### src/rtl/implication_pkg.sv
// Shared types and helpers for the implication responder and its delay line.
package implication_pkg;

   typedef enum logic {OVERLAPPING, NON_OVERLAPPING} implication_kind_e;

   typedef enum logic {IDLE, BUSY} responder_state_e;

   function automatic int sat_latency(input int cfg, input int max_lat);
      return (cfg > max_lat) ? max_lat : cfg;
   endfunction

endpackage

### src/rtl/implication_delay_line.sv
// Response delay line: shifts toward slot 0 (head) each cycle; an insert with
// offset L lands in slot L-1 so it reaches the head L cycles later.
module implication_delay_line #(
   parameter int DEPTH = 4,
   parameter int LW    = 3
) (
   input  logic          clk,
   input  logic          rst,
   input  logic          insert,
   input  logic [LW-1:0] offset,
   output logic          head,
   output logic          empty,
   output logic          drain
);

   logic [DEPTH-1:0] line_q;
   logic [DEPTH-1:0] line_d;

   always_comb begin
      line_d = line_q >> 1;
      for (int i = 0; i < DEPTH; i++) begin
         if (insert && (int'(offset) == i + 1)) begin
            line_d[i] = 1'b1;
         end
      end
   end

   always_ff @(posedge clk) begin
      if (rst) begin
         line_q <= '0;
      end else begin
         line_q <= line_d;
      end
   end

   assign head  = line_q[0];
   assign empty = (line_q == '0);
   // drain: the line will be empty next cycle
   assign drain = (line_d == '0);

endmodule

### src/rtl/implication_responder.sv
// Answers every accepted antecedent with a consequent exactly L cycles later,
// with fault injection (drop / spurious) and saturating served/dropped counters.
//
// state | meaning
// IDLE  | delay line empty; lat_active tracks sat(latency_cfg)
// BUSY  | responses pending; lat_active frozen, latency_cfg ignored
module implication_responder
   import implication_pkg::*;
#(
   parameter  int MAX_LATENCY = 4,
   parameter  int CNT_W       = 8,
   localparam int LW          = $clog2(MAX_LATENCY + 1)
) (
   input  logic             clk,
   input  logic             rst,
   input  logic [LW-1:0]    latency_cfg,
   input  logic             antecedent,
   input  logic             inject_drop,
   input  logic             inject_spurious,
   output logic             consequent,
   output logic             busy,
   output logic [LW-1:0]    lat_active,
   output logic [CNT_W-1:0] served_count,
   output logic [CNT_W-1:0] dropped_count
);

   responder_state_e  state, state_nxt;
   implication_kind_e kind;
   logic [LW-1:0]     lat_cfg_sat;
   logic [LW-1:0]     lat_eff;
   logic              accepted;
   logic              insert;
   logic              genuine;
   logic              spur_q;
   logic              line_head, line_empty, line_drain;

   assign lat_cfg_sat = LW'(sat_latency(int'(latency_cfg), MAX_LATENCY));
   // A request in the first IDLE cycle already uses the new configuration.
   assign lat_eff     = (state == IDLE) ? lat_cfg_sat : lat_active;
   assign accepted    = antecedent & ~inject_drop & ~rst;

   implication_delay_line #(
      .DEPTH (MAX_LATENCY),
      .LW    (LW)
   ) u_line (
      .clk    (clk),
      .rst    (rst),
      .insert (insert),
      .offset (lat_eff),
      .head   (line_head),
      .empty  (line_empty),
      .drain  (line_drain)
   );

   always_comb begin
      state_nxt  = state;
      kind       = (lat_eff == '0) ? OVERLAPPING : NON_OVERLAPPING;
      insert     = accepted & (kind == NON_OVERLAPPING);
      genuine    = 1'b0;
      consequent = 1'b0;
      busy       = 1'b0;
      case (state)
         IDLE: if (insert) state_nxt = BUSY;
         BUSY: if (line_drain) state_nxt = IDLE;
         default: state_nxt = IDLE;
      endcase
      if (!rst) begin
         genuine    = (kind == OVERLAPPING) ? accepted : line_head;
         consequent = genuine | spur_q;
         busy       = ~line_empty;
      end
   end

   always_ff @(posedge clk) begin
      if (rst) begin
         state         <= IDLE;
         lat_active    <= LW'(1);
         spur_q        <= 1'b0;
         served_count  <= '0;
         dropped_count <= '0;
      end else begin
         state  <= state_nxt;
         spur_q <= inject_spurious;
         if (state == IDLE) begin
            lat_active <= lat_cfg_sat;
         end
         if (genuine && (served_count != '1)) begin
            served_count <= served_count + CNT_W'(1);
         end
         if (antecedent && inject_drop && (dropped_count != '1)) begin
            dropped_count <= dropped_count + CNT_W'(1);
         end
      end
   end

endmodule

### config.mk
export PLATFORM = sky130hd
export DESIGN_NAME = implication_responder
export DESIGN_NICKNAME = d
export VERILOG_FILES = /design/src/rtl/implication_pkg.sv /design/src/rtl/implication_delay_line.sv /design/src/rtl/implication_responder.sv
export SDC_FILE = /design/constraint.sdc
export NUM_CORES = 1
export LEC_CHECK = 0
export ABC_AREA = 0
export ABC_CLOCK_PERIOD_IN_PS = 5000
export CAP_MARGIN = 20
export CORE_ASPECT_RATIO = 1.2
export CORE_MARGIN = 1
export CORE_UTILIZATION = 51
export DETAILED_ROUTE_END_ITERATION = 12
export PLACE_DENSITY = 0.82
export SLEW_MARGIN = 40
export SYNTH_ARGS = -nofsm -noshare
export SYNTH_HDL_FRONTEND = slang
export SYNTH_SLANG_ARGS = --single-unit
### constraint.sdc
create_clock -name clk -period 5 [get_ports clk]
set_input_delay 1 -clock clk [delete_from_list [all_inputs] [get_ports clk]]
set_output_delay 1 -clock clk [all_outputs]
set_load 0.01 [all_outputs]
==> flow_metrics.tcl <==
set metrics [dict create \
    vias 1074 \
    synth_nets 146 \
    setup-violations-final 0 \
    final_critical_path_setup_slack_ps 1240 \
    n_fill_cell 179 \
    cts_root_buf "clkbuf_4" \
    drtIter0Drc 23 \
    yosys-top-cells-area "dfxtp_1 43%, nor2_1 6.4%, xnor2_1 5.3%, a21oi_1 4.7%, nand3_1 3.0%" \
    yosysMostFrequentCell "dfxtp_1" \
    slowest_stage "or4_1" \
    final_cell_count_no_fill 195 \
    drive_above_1_share 0.0303 \
    clk_pin_slew_ps 140 \
    yosys.area.top_type "dfxtp_1" \
    required_ps 4000 \
    slew_headroom 0.538 \
    cp-end-kind "output pin" \
    yosys_warnings 0 \
    core-area_um2 2120 \
    crit_chain "clkdlybuf4s50_1 -> or4_1 -> nand3b_1 -> a31oi_1 -> clkdlybuf4s50_1" \
    grt_max_degree 30 \
    die_w_um 45.6 \
    dr.pass1.iters 4 \
    clk_latency_ps 320 \
    cts_post_setup_buffers_inserted 0 \
    power_per_cell_area_nw_per_um2 226 \
    grt_util_all_layers 0.206 \
    grt_remaining_overflow 0 \
    ios 29 \
    start_util 0.550 \
    die_y_um 54.4 \
    max-vdd-ir-drop_uv 206 \
    grt_pass1_wl_um 3690 \
    row_count 18 \
    htree_levels 1 \
    totalWireLength_um 2460 \
    clock_path_buffers 2 \
    cap_viol_max_count 0 \
    combPwrFrac 0.112 \
    grt_pass1_vias 913 \
    hp-class "register to register" \
    die_area_um2 2480 \
    clockPowerShare 0.269 \
    worstSetupPathType "primary input to output pin" \
    crit_fanout 4 \
    regArea_um2 500 \
    fin_crit_ps 3760 \
    numCtsBuffers 3 \
    final_antenna_net_count 0 \
    p_int_uw 255 \
    cp_data_arrival_time_ps 2760 \
    syn2layout_area_growth_pct 28.9 \
    synth.avg_cell_area_um2 8.57 \
    swShare 0.251 \
    timing.fmax_mhz 266 \
    seqPwrFrac 0.619 \
    holdBufCountCts 0 \
    crit_top_cell "clkdlybuf4s50_1" \
    worstSetupStartpointType "primary input" \
    cts_tree "done" \
    switchingPower_uw 85.2 \
    io_buffers 28 \
    fin_setup_tns_ps 0 \
    cellLeakagePower_uw 0.000509 \
    ys.flop_type "dfxtp_1" \
    syn-cell-area_um2 1160 \
    placed_cell_area_um2 1480 \
    cts_sinks 25 \
    fin_crit_sh 0.753 \
    nNetsFinal 176 \
    place_congestion 0.794 \
    place_inst 191 \
    antenna_found_initial 0 \
    drc 0 \
    yosysTopAreaCellShare 0.430 \
    async_flop_share 0 \
    yosysSeqAreaShare 0.430 \
    clock-skew-final_ps 9.78 \
    cts_resized 0 \
    rsz0062_at_grt "no" \
    antennaDiodeCount 0 \
    synthTopCellsByCount "25 x dfxtp_1, 20 x nor2_1, 11 x a21oi_1" \
    ys_seq_elements 25 \
    via_per_inst 5.51 \
    final_core_util 0.709 \
    design_area_um2 1500 \
    cp_slowest_stage_delay_ps 560 \
    status "complete, no violations" \
    post_drt_wl_per_cell_um 12.6 \
    hold_viol 0 \
    syn_inst 136 \
    synth_edf_count 0 \
    hpwl_um 1790 \
    synth_cell_types 34 \
    drv_slew 0 \
    tightest_slew_ps 689 \
    multi_input_area_um2 634 \
    post-place-ws_ps 1230 \
]
-- sequential cells by signal, indices dropped and copies added (netlist names) --
signal / flops
lat_active: 3
state: 1
spur_q: 1
dropped_count: 8
u_line.line_q: 4
served_count: 8
-- area by class of cell --
type	count	area share
Clock buffer	4	0.0175
Inverter	4	0.0100
Tap cell	30	0.0250
Multi-Input combinational cell	103	0.422
Sequential cell	25	0.333
Timing Repair Buffer	29	0.192
-- routing by layer --
metal  track usage  wire (um)
met1         0.232       1070
met2         0.376       1230
met3        0.0363        125
met4        0.0808         38
met5             0          0
-- final timing paths --
kind | from | to | slack [ps] | depth (start not counted)
max reg2reg | state | served_count[5] | 2930 | 5
max | latency_cfg[0] | consequent | 1240 | 5
min | served_count[6] | served_count[6] | 490 | 1
min reg2reg | served_count[6] | served_count[6] | 490 | 1
-- through the flow --
step           power, uW  hold WS, ps
2_1_floorplan        234          459
3_3_place_gp         251          466
3_5_place_dp         253          470
4_1_cts              339          500
5_1_grt              349          513
6_report             340          495
-- cell families after synthesis --
family | synth area share
AO/OA/AOI/OAI | 0.140
XOR/XNOR | 0.0677
adder cells (fa/ha/maj) | 0.0215
buffers and inverters | 0.0258
flip-flops | 0.430
multiplexers | 0.0354
AND/OR/NAND/NOR | 0.280
-- critical path, delay by kind of cell --
family          cells  cell delay [ps]
compound gates      1              100
simple gates        2              720
buf+inv             2              940
-- layout by cell type, fill, tap and decap left out, types with 2 or more instances in the layout --
cell / Yosys / layout
inv_1: 4 / 4
nand3_1: 7 / 7
ha_1: 2 / 2
a31oi_1: 2 / 2
o21ai_0: 4 / 4
clkdlybuf4s50_1: 0 / 28
clkbuf_4: 0 / 3
dfxtp_1: 25 / 25
nand4_1: 3 / 3
nand2b_1: 5 / 5
or4_1: 2 / 2
and3_1: 2 / 2
nor4_1: 2 / 2
nand2_1: 6 / 6
xnor2_1: 7 / 7
mux2i_1: 3 / 3
o31ai_1: 2 / 2
or3_1: 2 / 2
nand3b_1: 3 / 3
nor2b_1: 4 / 4
xor2_1: 2 / 2
nor3_1: 4 / 4
nor2_1: 20 / 20
a21oi_1: 11 / 11
-- power groups by stage --
stage                     clock network (uW)  registers, uW  logic [uW]
after floorplan                            0            214        19.4
after global placement                     0            214        36.6
after detailed placement                   0            215        37.8
after CTS                               90.3            210        38.1
after global routing                    96.7            211        41.2
final                                   91.6            210        38.0
No activity file was read; power rests on OpenSTA's default activity.
